<file path="config.mk">
export PLATFORM = sky130hd
export DESIGN_NAME = fb_port_arbiter
export DESIGN_NICKNAME = d
export VERILOG_FILES = /design/src/rtl/fb_port_arbiter.sv
export SDC_FILE = /design/constraint.sdc
export NUM_CORES = 1
export LEC_CHECK = 0
export CAP_MARGIN = 25
export CORE_ASPECT_RATIO = 1.1
export CORE_UTILIZATION = 45
export CTS_CLUSTER_DIAMETER = 120
export DETAILED_ROUTE_END_ITERATION = 16
export GPL_TIMING_DRIVEN = 0
export PLACE_DENSITY_LB_ADDON = 0.08
export SYNTH_ARGS = -nofsm -noshare
export SYNTH_HDL_FRONTEND = slang
export SYNTH_SLANG_ARGS = --single-unit
</file>
<file path="constraint.sdc">
create_clock -name clk -period 5.3 [get_ports clk]
set_input_delay 0.795 -clock clk [delete_from_list [all_inputs] [get_ports clk]]
set_output_delay 0.795 -clock clk [all_outputs]
set_load 0.05 [all_outputs]
</file>
<file path="src/rtl/fb_port_arbiter.sv">
// Framebuffer port arbiter: shares a single memory port between a display
// read port and a draw write port. Reads win by default; a waiting write is
// forced through after STARVE_MAX consecutive read grants. All outputs are
// registered.
//
// Handshake: a requester raises req with stable coordinates (and data) and
// holds them until it sees its one-cycle gnt pulse. Requests are only looked
// at while the FSM is in IDLE. A read then returns one rd_valid pulse with
// rd_data a fixed latency after its grant.
module fb_port_arbiter #(
   parameter int VGA_ADDR_WIDTH = 19,
   parameter int H_PHY_WIDTH    = 10,
   parameter int V_PHY_WIDTH    = 9,
   parameter int H_PHY_MAX      = 639,
   parameter int V_PHY_MAX      = 479,
   parameter int ADDR_OFFSET    = 2,
   parameter int DATA_WIDTH     = 16,
   parameter int MEM_LAT        = 2,
   parameter int STARVE_MAX     = 8
) (
   input  logic                      clk,
   input  logic                      rst_n,
   input  logic                      rd_req,
   input  logic [H_PHY_WIDTH-1:0]    rd_x,
   input  logic [V_PHY_WIDTH-1:0]    rd_y,
   output logic                      rd_gnt,
   output logic                      rd_valid,
   output logic [DATA_WIDTH-1:0]     rd_data,
   input  logic                      wr_req,
   input  logic [H_PHY_WIDTH-1:0]    wr_x,
   input  logic [V_PHY_WIDTH-1:0]    wr_y,
   input  logic [DATA_WIDTH-1:0]     wr_data,
   output logic                      wr_gnt,
   output logic                      mem_en,
   output logic                      mem_we,
   output logic [VGA_ADDR_WIDTH-1:0] mem_addr,
   output logic [DATA_WIDTH-1:0]     mem_wdata,
   input  logic [DATA_WIDTH-1:0]     mem_rdata
);

   typedef enum logic [2:0] {IDLE, WR, RD_ISSUE, RD_WAIT, RD_DONE} state_t;

   localparam int WW = $clog2(STARVE_MAX + 1);
   localparam logic [WW-1:0]             STARVE_W = WW'(STARVE_MAX);
   localparam logic [2:0]                LAT_LAST = 3'(MEM_LAT - 1);
   localparam logic [H_PHY_WIDTH-1:0]    H_MAX    = H_PHY_WIDTH'(H_PHY_MAX);
   localparam logic [V_PHY_WIDTH-1:0]    V_MAX    = V_PHY_WIDTH'(V_PHY_MAX);
   localparam logic [VGA_ADDR_WIDTH-1:0] LINE     = VGA_ADDR_WIDTH'(H_PHY_MAX + 1);
   localparam logic [VGA_ADDR_WIDTH-1:0] OFFS     = VGA_ADDR_WIDTH'(ADDR_OFFSET);

   state_t                    state, next_state;
   logic [WW-1:0]             wr_wait;
   logic [2:0]                wait_cnt;
   logic                      rd_oor_q;
   logic                      grant_rd, grant_wr;
   logic                      rd_oor, wr_oor;
   logic [VGA_ADDR_WIDTH-1:0] rd_addr, wr_addr;

   // Address mapping, range checks and the IDLE arbitration decision.
   always_comb begin
      rd_oor   = (rd_x > H_MAX) || (rd_y > V_MAX);
      wr_oor   = (wr_x > H_MAX) || (wr_y > V_MAX);
      rd_addr  = VGA_ADDR_WIDTH'(rd_y) * LINE + VGA_ADDR_WIDTH'(rd_x) + OFFS;
      wr_addr  = VGA_ADDR_WIDTH'(wr_y) * LINE + VGA_ADDR_WIDTH'(wr_x) + OFFS;
      grant_rd = rd_req && (!wr_req || (wr_wait < STARVE_W));
      grant_wr = wr_req && !grant_rd;
   end

   // State register.
   always_ff @(posedge clk or negedge rst_n) begin
      if (!rst_n) state <= IDLE;
      else        state <= next_state;
   end

   // Next-state logic. RD_WAIT covers the MEM_LAT cycles between the strobe
   // and the cycle in which mem_rdata is valid; the capture happens on the
   // way out of RD_WAIT so rd_valid lands in RD_DONE.
   always_comb begin
      next_state = state;
      case (state)
         IDLE: begin
            if (grant_rd)      next_state = RD_ISSUE;
            else if (grant_wr) next_state = WR;
         end
         WR:       next_state = IDLE;
         RD_ISSUE: next_state = RD_WAIT;
         RD_WAIT:  if (wait_cnt == 3'd0) next_state = RD_DONE;
         RD_DONE:  next_state = IDLE;
         default:  next_state = IDLE;
      endcase
   end

   // Read latency counter and write starvation counter.
   always_ff @(posedge clk or negedge rst_n) begin
      if (!rst_n) begin
         wait_cnt <= 3'd0;
         wr_wait  <= '0;
      end else begin
         if (state == RD_ISSUE)                          wait_cnt <= LAT_LAST;
         else if (state == RD_WAIT && wait_cnt != 3'd0) wait_cnt <= wait_cnt - 3'd1;
         if (state == IDLE) begin
            if (grant_wr || !wr_req)                 wr_wait <= '0;
            else if (grant_rd && wr_wait < STARVE_W) wr_wait <= wr_wait + WW'(1);
         end
      end
   end

   // Registered outputs: strobes are single-cycle pulses, buses hold their
   // last value. Out-of-range accesses are granted but never reach memory.
   always_ff @(posedge clk or negedge rst_n) begin
      if (!rst_n) begin
         rd_gnt    <= 1'b0;
         wr_gnt    <= 1'b0;
         rd_valid  <= 1'b0;
         mem_en    <= 1'b0;
         mem_we    <= 1'b0;
         mem_addr  <= '0;
         mem_wdata <= '0;
         rd_data   <= '0;
         rd_oor_q  <= 1'b0;
      end else begin
         rd_gnt   <= 1'b0;
         wr_gnt   <= 1'b0;
         rd_valid <= 1'b0;
         mem_en   <= 1'b0;
         mem_we   <= 1'b0;
         if (state == IDLE && grant_rd) begin
            rd_gnt   <= 1'b1;
            mem_en   <= !rd_oor;
            rd_oor_q <= rd_oor;
            if (!rd_oor) mem_addr <= rd_addr;
         end else if (state == IDLE && grant_wr) begin
            wr_gnt <= 1'b1;
            mem_en <= !wr_oor;
            mem_we <= !wr_oor;
            if (!wr_oor) begin
               mem_addr  <= wr_addr;
               mem_wdata <= wr_data;
            end
         end
         if (state == RD_WAIT && wait_cnt == 3'd0) begin
            rd_valid <= 1'b1;
            rd_data  <= rd_oor_q ? '0 : mem_rdata;
         end
      end
   end

endmodule
</file>
* Word-level counts from Yosys, hierarchy flattened
Index checks and enable logic that the tools add are counted.
** Word-level totals
- Bits in registers :: 67
- Output and inout port bits :: 56
** Cells by class
- Add/subtract/negate cells :: 6
- Multipliers :: 2
- Magnitude comparators :: 5
- Equal/unequal tests :: 6
- Muxes and demuxes :: 20
- Bitwise operators :: 2
- Reductions and logical operators :: 25
** Operator list (count)
- 19-bit 2-to-1 mux :: 4
- 19-bit by 10-bit adder with 19-bit output :: 2
- 19-bit by 2-bit adder with 19-bit output, second input constant :: 2
- 9-bit by 3-bit multiplier with 12-bit output, second input constant :: 2
- 10-bit greater-than comparator, second input constant :: 2
- 9-bit greater-than comparator, second input constant :: 2
- 16-bit 2-to-1 mux :: 1
- 3-bit 2-to-1 mux :: 5
- 3-bit one-hot mux with 3 select lines :: 1
- 4-bit 2-to-1 mux :: 2
- 1-bit logical AND :: 7
- 1-bit 2-to-1 mux :: 7
- 3-bit by 2-bit equality test with 1-bit output, second input constant :: 2
- 3-bit zero test :: 2
- 3-bit AND reduction :: 2
- 2-bit nonzero test :: 3
- 4-bit by 1-bit adder with 4-bit output, second input constant :: 1
- 1-bit zero test :: 4
- 1-bit logical OR :: 4
- 4-bit less-than comparator, second input constant :: 1
- 2-bit != test, second input constant :: 2
- 2-bit AND reduction :: 2
- 3-bit != test, second input constant :: 1
- 3-bit nonzero test :: 1
- other kinds (3) :: 4

* Depth between registers and ports, before layout
- Depth in word-level cells :: 8
- Depth in mapped cells :: 10
- Depth with buffers taken out :: 10

* Least setup slack after synthesis
OpenSTA, ideal clock, no wires.
- Path kind :: input to register
- Start point :: in rd_y[1]
- End point :: reg mem_addr[16]
- Setup time :: 0.094 ns
- Arrival :: 2.975 ns
- Required time :: 5.206 ns
- Setup slack :: 2.231 ns
- Stages :: 10
- Path through :: ha_1 ha_1 fa_1 a21o_2 a21oi_1 xnor2_2 nand4_2 nor3_2 xnor2_1 a221oi_2
** Between the ends
- Word-level cells in the longest chain between the ends :: 5
- Elaborated cells on any way between the ends :: 9
- Classes of those cells :: 2 x add/sub; 1 x mul; 1 x order compare; 1 x eq/ne; 2 x mux; 2 x reduce/logical
** RTL lines
- from (decl) :: RTL line 25 : input logic [V_PHY_WIDTH-1:0] rd_y,
- 9-bit by 3-bit multiplier with 12-bit output :: RTL line 63 : rd_addr = VGA_ADDR_WIDTH'(rd_y) * LINE + VGA_ADDR_WIDTH'(rd_x) + OFFS;
- 19-bit by 10-bit adder with 19-bit output :: RTL line 63
- 19-bit by 2-bit adder with 19-bit output :: RTL line 63
- 19-bit 2-to-1 mux :: RTL line 131 : if (!rd_oor) mem_addr <= rd_addr;
- 19-bit 2-to-1 mux :: RTL line 127 : if (state == IDLE && grant_rd) begin
- to (signal assigned) :: RTL line 131
- to (signal assigned) :: RTL line 137 : mem_addr <= wr_addr;
- to (decl) :: RTL line 36 : output logic [VGA_ADDR_WIDTH-1:0] mem_addr,
Several ways; a longest one is shown, not always the timed one. The select of a mux whose other input is x is not followed.
A chain may end at the register's enable or synchronous reset.

* Worst setup path in the final report
- Start point :: in rd_y[1]
- End point :: reg mem_addr[17]
Same word-level chain as after synthesis.

==> results.tsv <==
stage	metric	value	unit
synthesis	top_reg_cell synth	dfrtp_1	
sta	Worst Clk Skew	0.00888	ns
placed_design	I/O Buffers	129	
global_routing	total gr overflow	0	
layout	Nets	702	
sta	Max Clk Rate	291	MHz
synthesis	Synth cell types	56	
drt	via count	3756	
floorplanning	Initial Util	0.472	
worst_setup_path	Buf/Inv on CP	1	
placed_design	placed cells	690	
worst_setup_path	Critical Path Stages	11	
floorplanning	Ports	130	
drt	TritonRoute pass-1 iters	4	
cts	CTS Root Cell	clkbuf_8	
worst_setup_path	family with the most delay on the worst path	adder cells	
cts	PostCTS Resize Cnt	0	
layout	layout cells sized above 1	0.0929	
layout	fill count	792	
drt	metal3 WL	502	µm
drt	DRC Markers	0	
layout	fin cells	706	
drt	number of nets with antenna violations after routing	0	
global_routing	initial antenna violation count	0	
floorplanning	num rows	36	
drt	Max Used Layer	met4	
global_routing	GRT Util Overall	0.227	
synthesis	Synth Instances	447	
global_routing	largest net degree at the start of global routing	68	
synthesis	Synth Cell Area	4280	µm²
worst_setup_path	crit-path max cell delay	0.44	ns
worst_setup_path	crit path cell chain	clkdlybuf4s50_1, ha_1, ha_1, fa_1, xor2_1, nand3_1, nor3_1, nand2_1, nor2_1, xor2_1, a221o_1	
synthesis	Post-synth EDFFs	0	
layout	final core occ	0.651	
cts	Reg clk slew, reported paths	0.07	ns
floorplanning	Die Y	104	µm
worst_hold_path	worst hold path type	flop to flop	
layout	Reg area	1680	µm²
worst_setup_path	WP data required	5.53	ns
sta	Worst-Margin Slew	0.835	ns
worst_setup_path	Worst Setup End Kind	flop	
worst_setup_path	CP arrival	3.67	ns
placed_design	DP Wirelength	8.42	mm
layout	n_diodes	0	
cts	CTS tree	yes	
run_status	outcome	finished clean	
worst_hold_path	WHS Path Cells	2	
synthesis	register area share after synthesis	0.392	
layout	Synth-to-Final Area Change	38.0	%
layout	area of the multi-input gates	2470	µm²
cts	Num CTS Buffers	9	
synthesis	share of flip-flops with an asynchronous set or reset	1.00	
worst_setup_path	CP max stage cell	clkdlybuf4s50_1	
sta	hold_ws	0.484	ns
placed_design	gpl congestion	0.825	
synthesis	FF+latch count, synth	67	
global_routing	first-pass GRT wire length	17.3	mm
global_routing	vias in the first global route	3690	
synthesis	Post-Syn Area per Cell	9.56	µm²
cts	clock sink total	67	
synthesis	Synth warnings	0	
sta	setup TNS	0	ns
power_and_ir_drop	PwrDens	508	nW/µm²
power_and_ir_drop	Peak VDD IR	0.000231	V
synthesis	Yosys top cell area share	0.392	
worst_setup_path	R2R Setup Slk	3.20	ns
drt	vias per inst	5.32	
drt	routed wire length per instance	15.0	µm
cts	clk buf depth	2	
sta	final period utilization	0.648	
sta	Slew HR	0.443	
drt	wire length on met1	4.43	mm
cts	htree depth	3	
worst_setup_path	CP Max Fanout	3	
power_and_ir_drop	Pleak	2.59	nW
floorplanning	Die Area	9900	µm²
synthesis	largest cells by area after synthesis	dfrtp_1 39%, ha_1 11%, nand2_1 5.7%, o21ai_0 5.5%, xnor2_1 4.5%	
sta	Final Hold Fails	0	
sta	Setup violations, final	0	
floorplanning	core area	9050	µm²
cts	cts hold-fix bufs	0	
floorplanning	Die X	94.9	µm
power_and_ir_drop	Tot Pwr	3.00	mW
drt	WL final	10.6	mm
cts	setup bufs post-CTS	0	
sta	RSZ-0062 raised after global routing	false	
worst_setup_path	Setup crit start kind	input port	
drt	First DRT Iteration DRCs	190	
synthesis	Yosys top cell by area	dfrtp_1	
worst_setup_path	critical path class	input port to flop	
cts	worst skew pair latency	0.35	ns
sta	post-route minimum period	3.43	ns
sta	final-report max-slew violation count	0	
worst_setup_path	Worst R2R Path Depth	6	
drt	metal2 WL	5.46	mm
job	Max-Cap Viols	0	
synthesis	Synth Net Count	562	
==> cells in the mapped netlist, types with 3 or more instances <==
| cell | count |
|---|---|
| a21oi_1 | 20 |
| nor2_1 | 20 |
| dfrtp_1 | 67 |
| ha_1 | 39 |
| nand3_1 | 16 |
| or3_1 | 3 |
| xor2_1 | 14 |
| nand4_1 | 7 |
| buf_6 | 3 |
| clkbuf_1 | 5 |
| xnor2_1 | 22 |
| inv_1 | 12 |
| buf_2 | 3 |
| and3_1 | 7 |
| a31oi_1 | 8 |
| mux2_2 | 16 |
| nand2b_1 | 21 |
| o21ai_0 | 47 |
| nand2_1 | 65 |
| a21o_1 | 6 |
==> through the flow <==
stage                     instance area [µm²]  setup slack (ns)
after floorplan                          4280              2.23
final                                    5900              1.87
after global placement                   5710              1.17
after global routing                     5900              1.71
after detailed placement                 5710              1.51
after CTS                                5900              1.87
==> placed cells by master, fill, tap and decap left out, types with 3 or more instances in the layout <==
master | netlist | final
clkdlybuf4s50_1 | 0 | 128
dfrtp_1 | 67 | 67
nand2_1 | 65 | 65
o21ai_0 | 47 | 47
ha_1 | 39 | 39
xnor2_1 | 22 | 22
nand2b_1 | 21 | 21
a21oi_1 | 20 | 20
nor2_1 | 20 | 20
mux2_2 | 16 | 16
nand3_1 | 16 | 16
xor2_1 | 14 | 14
inv_1 | 12 | 12
clkbuf_8 | 0 | 9
a31oi_1 | 8 | 8
and3_1 | 7 | 7
nand4_1 | 7 | 7
clkbuf_1 | 5 | 6
a21o_1 | 6 | 6
buf_2 | 3 | 3
buf_6 | 3 | 3
or3_1 | 3 | 3
==> cells by family after synthesis <==
logic type,after synthesis,synth area share
DFF,67,0.392
adders and majority gates,41,0.124
xor gates and xnor gates,37,0.0776
AOI/OAI and AO/OA,100,0.143
and+or+nand+nor,158,0.187
muxes,18,0.0468
buffers and inverters,26,0.0299
==> sequential cells by signal, indices dropped and copies added (netlist names), 3 cells and up <==
| register | flops |
|---|---|
| rd_data | 16 |
| mem_addr | 19 |
| state | 3 |
| wait_cnt | 3 |
| wr_wait | 4 |
| mem_wdata | 16 |
==> area by class of cell <==
class,instances,share of cell area
Sequential cell,67,0.284
Clock buffer,10,0.0216
Clock inverter,6,0.0108
Inverter,14,0.00891
Timing Repair Buffer,129,0.218
Buffer,12,0.0127
Multi-Input combinational cell,354,0.419
Tap cell,114,0.0242
==> worst reg2reg max path: cells and delay by family, from the launching register on <==
| family | cells | cell delay, ns |
|---|---|---|
| buffers and inverters | 2 | 0.37 |
| DFF | 1 | 0.45 |
| muxes | 1 | 0.38 |
| and+or+nand+nor | 3 | 0.78 |
==> path summary, 6_finish.rpt <==
kind / startpoint / end
setup / recovery: rd_y[1] / mem_addr[17]$_DFFE_PN0P_
hold / removal: mem_addr[8]$_DFFE_PN0P_ / mem_addr[8]$_DFFE_PN0P_
setup reg to reg: state[0]$_DFFE_PN0P_ / mem_wdata[8]$_DFFE_PN0P_
hold reg to reg: mem_addr[8]$_DFFE_PN0P_ / mem_addr[8]$_DFFE_PN0P_
max in group asynchronous: rst_n / mem_addr[2]$_DFFE_PN0P_
min in group asynchronous: rst_n / wr_wait[0]$_DFFE_PN0P_
==> power breakdown <==
part | total [mW] | switching, mW | internal (mW)
logic | 1.74 | 1.11 | 0.632
registers | 0.838 | 0.118 | 0.720
clock network | 0.420 | 0.203 | 0.217
==> routing by layer <==
metal | global-route usage | vias up
met1 | 0.270 | 1772
met2 | 0.393 | 109
met5 | 0 | -
met4 | 0.0812 | 0
met3 | 0.0504 | 15
li1 | - | 1860
Note: power is estimated with default switching activity, not from simulation.
